**src/rtl/fe_branch_predictor_pkg.sv**
```systemverilog
// Shared sizing, counter encodings and FSM states for the fetch-stage
// gshare + BTB branch predictor.
package fe_branch_predictor_pkg;

    localparam int DBITS          = 32;
    localparam int BHRBITS        = 8;
    localparam int PTINDEXBITS    = BHRBITS;
    localparam int PTENTRIES      = 256;
    localparam int BTBENTRIES     = 16;
    localparam int BTBINDEXBITS   = 4;
    localparam int TAGBITS        = 26;

    // Metadata carried FE -> DE -> AGEX alongside each predicted instruction
    localparam int PRED_META_BITS = PTINDEXBITS + BTBINDEXBITS;

    typedef enum logic [1:0] {
        CTR_SNT = 2'd0,
        CTR_WNT = 2'd1,
        CTR_WT  = 2'd2,
        CTR_ST  = 2'd3
    } ctr_e;

    typedef enum logic {
        ST_INIT = 1'b0,
        ST_RUN  = 1'b1
    } bp_state_e;

    typedef struct packed {
        logic [PTINDEXBITS-1:0]  pt_idx;
        logic [BTBINDEXBITS-1:0] btb_idx;
    } pred_meta_t;

    function automatic logic [PTINDEXBITS-1:0] gshare_index(
        input logic [DBITS-1:0]   pc,
        input logic [BHRBITS-1:0] bhr
    );
        return pc[PTINDEXBITS+1:2] ^ bhr;
    endfunction

endpackage

```
**src/rtl/fe_branch_predictor_sat_counter2.sv**
```systemverilog
// Next-state function of a 2-bit saturating direction counter.
module sat_counter2
    import fe_branch_predictor_pkg::*;
(
    input  logic       taken,
    input  logic [1:0] cur,
    output logic [1:0] nxt
);

    // Step one towards the actual direction, holding at either rail
    always_comb begin
        nxt = cur;
        case (cur)
            CTR_SNT: nxt = taken ? CTR_WNT : CTR_SNT;
            CTR_WNT: nxt = taken ? CTR_WT  : CTR_SNT;
            CTR_WT:  nxt = taken ? CTR_ST  : CTR_WNT;
            CTR_ST:  nxt = taken ? CTR_ST  : CTR_WT;
            default: nxt = cur;
        endcase
    end

endmodule

```
**src/rtl/fe_branch_predictor.sv**
```systemverilog
// Gshare direction predictor with a direct-mapped BTB. Lookups are
// combinational on fetch_pc; resolved branches update state from AGEX.
module fe_branch_predictor
    import fe_branch_predictor_pkg::*;
(
    input  logic        clk,
    input  logic        reset,
    input  logic [31:0] fetch_pc,
    input  logic        fetch_valid,
    output logic [31:0] pred_next_pc,
    output logic        pred_btb_hit,
    output logic        pred_taken,
    output logic [31:0] pred_target,
    output logic [7:0]  pred_pt_idx,
    output logic [3:0]  pred_btb_idx,
    output logic        init_busy,
    input  logic        upd_valid,
    input  logic [31:0] upd_pc,
    input  logic        upd_taken,
    input  logic [31:0] upd_target,
    input  logic [7:0]  upd_pt_idx,
    input  logic [3:0]  upd_btb_idx,
    output logic [31:0] stat_lookups,
    output logic [31:0] stat_btb_hits
);

    bp_state_e               state_q, state_d;
    logic [PTINDEXBITS-1:0]  ptr_q, ptr_d;
    logic [BHRBITS-1:0]      bhr_q, bhr_d;
    logic [BTBENTRIES-1:0]   btb_valid_q, btb_valid_d;
    logic [31:0]             stat_lookups_q, stat_lookups_d;
    logic [31:0]             stat_btb_hits_q, stat_btb_hits_d;

    // Tags, targets and counters are not reset: valid bits gate the BTB
    // and the init sweep rewrites every counter.
    logic [TAGBITS-1:0]      btb_tag_q    [BTBENTRIES];
    logic [DBITS-1:0]        btb_target_q [BTBENTRIES];
    logic [1:0]              pt_q         [PTENTRIES];

    logic                    run_s;
    logic                    hit_s;
    logic                    taken_s;
    logic [PTINDEXBITS-1:0]  pt_idx_s;
    logic [BTBINDEXBITS-1:0] btb_idx_s;
    logic                    pt_we_s;
    logic [PTINDEXBITS-1:0]  pt_widx_s;
    logic [1:0]              pt_wdata_s;
    logic [1:0]              pt_upd_next_s;
    logic                    btb_we_s;
    logic                    upd_pc_unused_s;

    assign upd_pc_unused_s = ^upd_pc[5:0];

    sat_counter2 u_sat_counter2 (
        .taken (upd_taken),
        .cur   (pt_q[upd_pt_idx]),
        .nxt   (pt_upd_next_s)
    );

    // Lookup path: reads pre-update state only, no bypass from the update port
    always_comb begin
        run_s     = (state_q == ST_RUN);
        btb_idx_s = fetch_pc[5:2];
        pt_idx_s  = gshare_index(fetch_pc, bhr_q);
        hit_s     = run_s && btb_valid_q[btb_idx_s] &&
                    (btb_tag_q[btb_idx_s] == fetch_pc[31:6]);
        taken_s   = hit_s && pt_q[pt_idx_s][1];
        if (hit_s) begin
            pred_target = btb_target_q[btb_idx_s];
        end else begin
            pred_target = 32'd0;
        end
        if (taken_s) begin
            pred_next_pc = btb_target_q[btb_idx_s];
        end else begin
            pred_next_pc = fetch_pc + 32'd4;
        end
    end

    assign pred_btb_hit  = hit_s;
    assign pred_taken    = taken_s;
    assign pred_pt_idx   = pt_idx_s;
    assign pred_btb_idx  = btb_idx_s;
    assign init_busy     = (state_q == ST_INIT);
    assign stat_lookups  = stat_lookups_q;
    assign stat_btb_hits = stat_btb_hits_q;

    // Init sweep FSM; also selects the pattern-table write port source
    always_comb begin
        state_d    = state_q;
        ptr_d      = ptr_q;
        pt_we_s    = 1'b0;
        pt_widx_s  = upd_pt_idx;
        pt_wdata_s = pt_upd_next_s;
        case (state_q)
            ST_INIT: begin
                pt_we_s    = 1'b1;
                pt_widx_s  = ptr_q;
                pt_wdata_s = CTR_WNT;
                ptr_d      = ptr_q + 8'd1;
                if (ptr_q == 8'(PTENTRIES - 1)) begin
                    state_d = ST_RUN;
                end else begin
                    state_d = ST_INIT;
                end
            end
            ST_RUN: begin
                pt_we_s = upd_valid;
                ptr_d   = ptr_q;
            end
            default: begin
                state_d = ST_INIT;
                ptr_d   = 8'd0;
            end
        endcase
    end

    // History, BTB valid bits and statistics next-state
    always_comb begin
        bhr_d           = bhr_q;
        btb_valid_d     = btb_valid_q;
        btb_we_s        = 1'b0;
        stat_lookups_d  = stat_lookups_q;
        stat_btb_hits_d = stat_btb_hits_q;
        if (run_s && upd_valid) begin
            bhr_d = {bhr_q[BHRBITS-2:0], upd_taken};
            if (upd_taken) begin
                btb_we_s                 = 1'b1;
                btb_valid_d[upd_btb_idx] = 1'b1;
            end else begin
                btb_we_s = 1'b0;
            end
        end else begin
            bhr_d = bhr_q;
        end
        if (run_s && fetch_valid) begin
            stat_lookups_d = stat_lookups_q + 32'd1;
            if (hit_s) begin
                stat_btb_hits_d = stat_btb_hits_q + 32'd1;
            end else begin
                stat_btb_hits_d = stat_btb_hits_q;
            end
        end else begin
            stat_lookups_d = stat_lookups_q;
        end
    end

    // Control state with asynchronous reset
    always_ff @(posedge clk or posedge reset) begin
        if (reset) begin
            state_q         <= ST_INIT;
            ptr_q           <= 8'd0;
            bhr_q           <= 8'd0;
            btb_valid_q     <= 16'd0;
            stat_lookups_q  <= 32'd0;
            stat_btb_hits_q <= 32'd0;
        end else begin
            state_q         <= state_d;
            ptr_q           <= ptr_d;
            bhr_q           <= bhr_d;
            btb_valid_q     <= btb_valid_d;
            stat_lookups_q  <= stat_lookups_d;
            stat_btb_hits_q <= stat_btb_hits_d;
        end
    end

    // Storage arrays written from the single PT port and the BTB fill port
    always_ff @(posedge clk) begin
        if (pt_we_s) begin
            pt_q[pt_widx_s] <= pt_wdata_s;
        end
        if (btb_we_s) begin
            btb_tag_q[upd_btb_idx]    <= upd_pc[31:6];
            btb_target_q[upd_btb_idx] <= upd_target;
        end
    end

endmodule
```
**config.mk**
```make
export PLATFORM = sky130hd
export DESIGN_NAME = fe_branch_predictor
export DESIGN_NICKNAME = d
export VERILOG_FILES = /design/src/rtl/fe_branch_predictor_pkg.sv /design/src/rtl/fe_branch_predictor_sat_counter2.sv /design/src/rtl/fe_branch_predictor.sv
export SDC_FILE = /design/constraint.sdc
export NUM_CORES = 2
export LEC_CHECK = 0
export CAP_MARGIN = 40
export CORE_ASPECT_RATIO = 1.4
export CORE_UTILIZATION = 40
export CTS_BUF_LIST = sky130_fd_sc_hd__clkbuf_8
export CTS_CLUSTER_SIZE = 25
export DETAILED_ROUTE_END_ITERATION = 8
export SLEW_MARGIN = 20
export SYNTH_ARGS = -nofsm -noshare
export SYNTH_HDL_FRONTEND = slang
export SYNTH_HIERARCHICAL = 1
export SYNTH_SLANG_ARGS = --single-unit
```
**constraint.sdc**
```tcl
create_clock -name clk -period 14.9 [get_ports clk]
set_clock_uncertainty 0.2 [all_clocks]
set_input_delay 2.235 -clock clk [delete_from_list [all_inputs] [get_ports clk]]
set_output_delay 2.235 -clock clk [all_outputs]
set_load 0.01 [all_outputs]
```
# Word level (Yosys, flattened, before mapping)
# Memories as Yosys holds them, arrays and structs flattened.
# Index checks and enable logic that the tools add are counted.
# W data, S select, Z words.
# word_totals
mem_count	3
latch_bits	0
wordCells	56
romBits	0
output_inout_bits	143
regBits	97
mem_bits_rw	1440
# op_classes
magnitude_cmp	3
eq_ne	5
multipliers	0
muxes	23
bitwise	3
n_reduce_logical	9
shifts	0
div_mod_pow	0
n_addsub	4
# mem_list
memory	words	width	rd	rd_clocked_by_memory_dff	write_ports	line	rtl
btb_target_q	16	32	1	0	1	fe_branch_predictor.sv:37	logic [DBITS-1:0] btb_target_q [BTBENTRIES];
pt_q	256	2	2	0	1	fe_branch_predictor.sv:38	logic [1:0] pt_q [PTENTRIES];
btb_tag_q	16	26	1	0	1	fe_branch_predictor.sv:36	logic [TAGBITS-1:0] btb_tag_q [BTBENTRIES];
# ops
op	count
$add A32 B1 Y32 const B	2
$mux W32	2
$add A32 B3 Y32 const B	1
$eq A26 B26 Y1	1
$mux W8	2
$or A16 B16 Y16	1
$mux W1	12
$lt A4 B5 Y1 const B	2
$add A8 B1 Y8 const B	1
$eq A8 B8 Y1 const B	1
$pmux W2 S4	1
$xor A8 B8 Y8	1
$logic_and A1 B1 Y1	6
$mux W2	3
$bmux W1 S4	1
$demux W1 S4	1
$eq A2 B2 Y1 const B	2
$ge A4 B1 Y1 const B	1
$reduce_and A2 Y1	2
$eq A2 B1 Y1 const B	1
$logic_not A2 Y1	1
$pmux W1 S2	1
$not A1 Y1	1

# Depth between registers and ports, before layout
# depth
depth_word	6
mapped_depth	15
ltp_nobuf	10

# By module
# Netlist, hierarchy kept.
# by_module_without_submodules
module	instances	area_each_um2	cells_per_inst
fe_branch_predictor	1	63891.3	3316
sat_counter2	1	26.3	3

# Least setup slack after synthesis
# No wires, ideal clock.
# synth_path
path_type	input to register
start	input port upd_pt_idx[0]
end	memory pt_q[0][0] (data pin)
t_required_ns	13.798
slack_ns	4.940
n_path_buf	3
t_arrival_ns	8.858
cell_stages	10
setup_time_ns	0.902
path_cell_list	clkbuf_1 -> clkbuf_1 -> buf_1 -> mux4_2 -> mux4_2 -> mux4_2 -> mux4_2 -> inv_1 -> maj3_2 -> nand2b_1
# synth_between
elab_chain_len	4
# synth_lines
element	line	rtl
start, declared	fe_branch_predictor.sv:21	input logic [7:0] upd_pt_idx,
$mem_v2 Z256 W2 *	-	
$eq A2 B2 Y1, or another cell as far along	fe_branch_predictor_sat_counter2.sv:13	case (cur)
$pmux W2 S4 *	fe_branch_predictor_sat_counter2.sv:13	
net pt_upd_next_s[0]	fe_branch_predictor.sv:48	logic [1:0] pt_upd_next_s;
$mux W2 *	fe_branch_predictor.sv:95	case (state_q)
net pt_wdata_s[0]	fe_branch_predictor.sv:47	logic [1:0] pt_wdata_s;
end, declared	fe_branch_predictor.sv:38	
# Mark *: on every way through the listed nets, which the timed path passes. The rest lies on a longest branch.

# Worst setup path in the final report
# layout_path
start	input port fetch_pc[2]
end	output port pred_next_pc[20]
# layout_between
elab_chain_len	6
# layout_lines
element	line	rtl
start, declared	fe_branch_predictor.sv:8	input logic [31:0] fetch_pc,
parallel branches: the longest is 5 deep, another holds $mem_v2 Z256 W2	-	
$mux W32 *	fe_branch_predictor.sv:73	if (taken_s) begin
end, declared	fe_branch_predictor.sv:10	output logic [31:0] pred_next_pc,
# Every way passes the cells marked *. The select of a mux whose other input is x is not followed.

==> impl_metrics.py <==
metrics = {
    "outcome": {
        "outcome": "complete, no violations",
    },
    "power_and_ir_drop": {
        "leakagePower_uw": 0.0226,
        "powerDensity_mw_per_mm2": 112,
        "vdd_drop_max_mv": 0.0878,
    },
    "critical_path": {
        "r2r-start": "pt_q[191][1]",
        "crit_path_frequent_cell": "buf_4",
        "startpoint": "fetch_pc[2]",
        "crit_path_end_kind": "output port",
        "cpMaxStageDelayCell": "a221oi_1",
        "critical_path_arrival_ns": 7.77,
        "path_cells": "buf_8, buf_4, mux4_2, a22o_1, a221oi_1, xnor2_1, nor4_1, and4_1, nand3_1, nor3_4, buf_4, mux2_2, clkdlybuf4s50_1",
        "cp_max_fo": 48,
        "worstPathRequired_ns": 12.47,
        "timing_worst_setup_path_type": "in -> out",
        "critPathLaunchType": "input pin",
        "max_stage_delay_ns": 0.75,
    },
    "final_layout": {
        "final_common_cell": "edfxtp_1",
        "final_cell_mix": "edfxtp_1, mux4_2, nor2_1",
        "drive_gt1_share_pct": 24.6,
        "syn_to_final_growth_pct": 15.1,
        "nets": 3824,
    },
    "floorplanning": {
        "start_util_pct": 40.3,
        "coreArea_mm2": 0.159,
        "die-area_mm2": 0.161,
        "dieHeight_um": 475,
        "fp.dieW_um": 340,
        "ioPinCount": 256,
        "num_rows": 173,
    },
    "yosys": {
        "synth.cell_area_mm2": 0.0639,
        "yosysSeqAreaShare_pct": 71.4,
        "synth.top_cell.area_share_pct": 67.7,
        "synthFlopType": "edfxtp_1",
        "synthCells": 3319,
        "ys_top_cells_by_area": "edfxtp_1, mux4_2, dfrtp_1",
        "synth_warnings": 6,
        "ys_async_sr_fraction_pct": 6.31,
        "syn_avg_cell_area_um2": 19.3,
        "syn_nets": 3436,
        "synth-edff-count": 1440,
        "synth_cell_types": 71,
        "synth_largest_area_cell": "edfxtp_1",
        "synth_seq_cells": 1537,
    },
    "global_route": {
        "grt_pass1_wl_um": 245000,
        "antenna_found_initial": 22,
        "grt_max_degree": 86,
        "globalRouteOverflowTotal": 0,
        "grt_pass1_vias": 35600,
        "grt_usage_pct": 21.1,
    },
    "clock_network": {
        "clockBufferDepth": 3,
        "clk_latency_ns": 0.97,
        "ctsResizeCount": 0,
        "htreeDepth": 4,
        "cts_buffers": 223,
        "hold_buffers": 0,
        "clkTransAtPathRegs_ns": 0.06,
        "cts-root-buf": "clkbuf_8",
        "cts_tree": "yes",
        "postCtsSetupBuffers": 0,
        "clkSinkCount": 1537,
    },
    "hold_path": {
        "hp-class": "reg -> reg",
        "hold_path_startpoint": "btb_valid_q[0]",
    },
    "detailed_routing": {
        "wirelength_um": 169000,
        "ant_nets": 0,
        "vias": 33900,
        "viasPerCell": 5.66,
        "drt-pass1-iter-count": 7,
        "first_iter_violations": 2988,
        "routedWlPerCell_um": 28.2,
        "drc": 0,
    },
    "placed_design": {
        "place_congestion": 0.848,
        "dp_slack_ns": 4.46,
        "portBuffers": 249,
        "dp_hpwl_um": 102000,
    },
    "timing": {
        "final_max_slew_viol_count": 0,
        "max_slew_margin_pct": 36.7,
        "finalSetupViolations": 0,
        "fin_crit_sh_pct": 68.5,
        "rsz0062_at_grt": "no",
        "hold_viol": 0,
        "tightest_slew_ns": 0.949,
        "fmax_mhz": 98.0,
        "fin_ws_ns": 4.69,
        "post-route-min-period_ns": 10.21,
        "holdWs_ns": 0.269,
        "setup-tns-final_ns": 0,
    },
    "run": {
        "max_cap_viol_count": 0,
    },
}
critical path: cells and delay by family:
kind,cells,cell delay [ns]
AO/OA/AOI/OAI,2,1.01
XOR/XNOR,1,0.25
buffers and inverters,4,1.95
multiplexers,2,0.98
AND/OR/NAND/NOR,4,1.17
cell families after synthesis:
kind of cell    count (synthesis)  synth area share (%)
compound gates                135                  1.62
xor+xnor                      136                  1.86
fa+ha+maj                       6                 0.114
buf+inv                       220                  1.49
flops                        1537                  71.4
mux                           567                  18.2
simple gates                  718                  5.26
final cells by class:
class	instances	area, µm²
fillers	13500	85100
flip-flops and latches	1537	45700
multi-input cells	1562	17500
repair buffers	360	3650
clock buffers	224	3080
well taps	2100	2630
clock inverters	187	963
inverters	23	91.3
diodes	8	20.0
metal layers:
metal	GRT usage (%)	wire (µm)	up-vias	part of all wire (%)
met5	0	172	-	0.10
met4	6.97	4860	28	2.9
met3	4.53	12400	294	7.3
met2	36.5	87300	1333	52
met1	26.3	64800	18000	38
li1	-	-	14300	-
path summary, 6_finish.rpt:
kind | slack (ns) | endpoint | cells past startpoint
worst max-delay path | 4.69 | pred_next_pc[20] | 13
worst min-delay path | 0.27 | btb_valid_q[0] | 1
worst max register to register | 10.25 | pt_q[88][0] | 8
worst min register to register | 0.27 | btb_valid_q[0] | 1
max in group asynchronous | 12.04 | btb_valid_q[10] | 4
min in group asynchronous | 1.42 | stat_lookups[5] | 2
cell usage after synthesis, drive strengths merged (7+ instances only):
library cell / count
nand3: 41
mux2: 34
nand2: 156
nand2b: 15
nor4: 15
mux4: 473
and4: 7
xnor2: 84
o21ai: 13
buf: 77
a22oi: 31
nor2: 317
clkbuf: 120
edfxtp: 1440
a22o: 15
or2: 18
dfrtp: 97
inv: 22
nand3b: 7
a221oi: 16
mux2i: 60
nor3: 26
and2: 9
nor2b: 41
a21oi: 14
nand4: 31
and3: 14
xor2: 52
stage by stage:
step / util [%] / cell area (µm²) / instances / total power (µW)
final: 46.4 / 73600 / 6001 / 8220
after detailed placement: 43.8 / 69400 / 5578 / 5200
after global placement: 43.5 / 69000 / 5555 / 5190
after floorplan: - / 63900 / 3319 / 5020
after global routing: 46.4 / 73500 / 5995 / 8490
after CTS: 46.3 / 73500 / 5989 / 8300
power by group:
part | internal [µW] | switching (µW) | leakage, µW
clock network | 1460 | 1650 | 0.00235
logic | 175 | 240 | 0.00681
registers | 4690 | 0 | 0.0135
total | 6330 | 1890 | 0.0226
registers in the layout, summed over array words and instances, names as in the netlist:
signal,cells
btb_tag_q,416
btb_valid_q,16
stat_lookups,32
bhr_q,8
run_s,1
stat_btb_hits,32
ptr_q,8
btb_target_q,512
pt_q,512
Power figures use the tool's default switching activity.
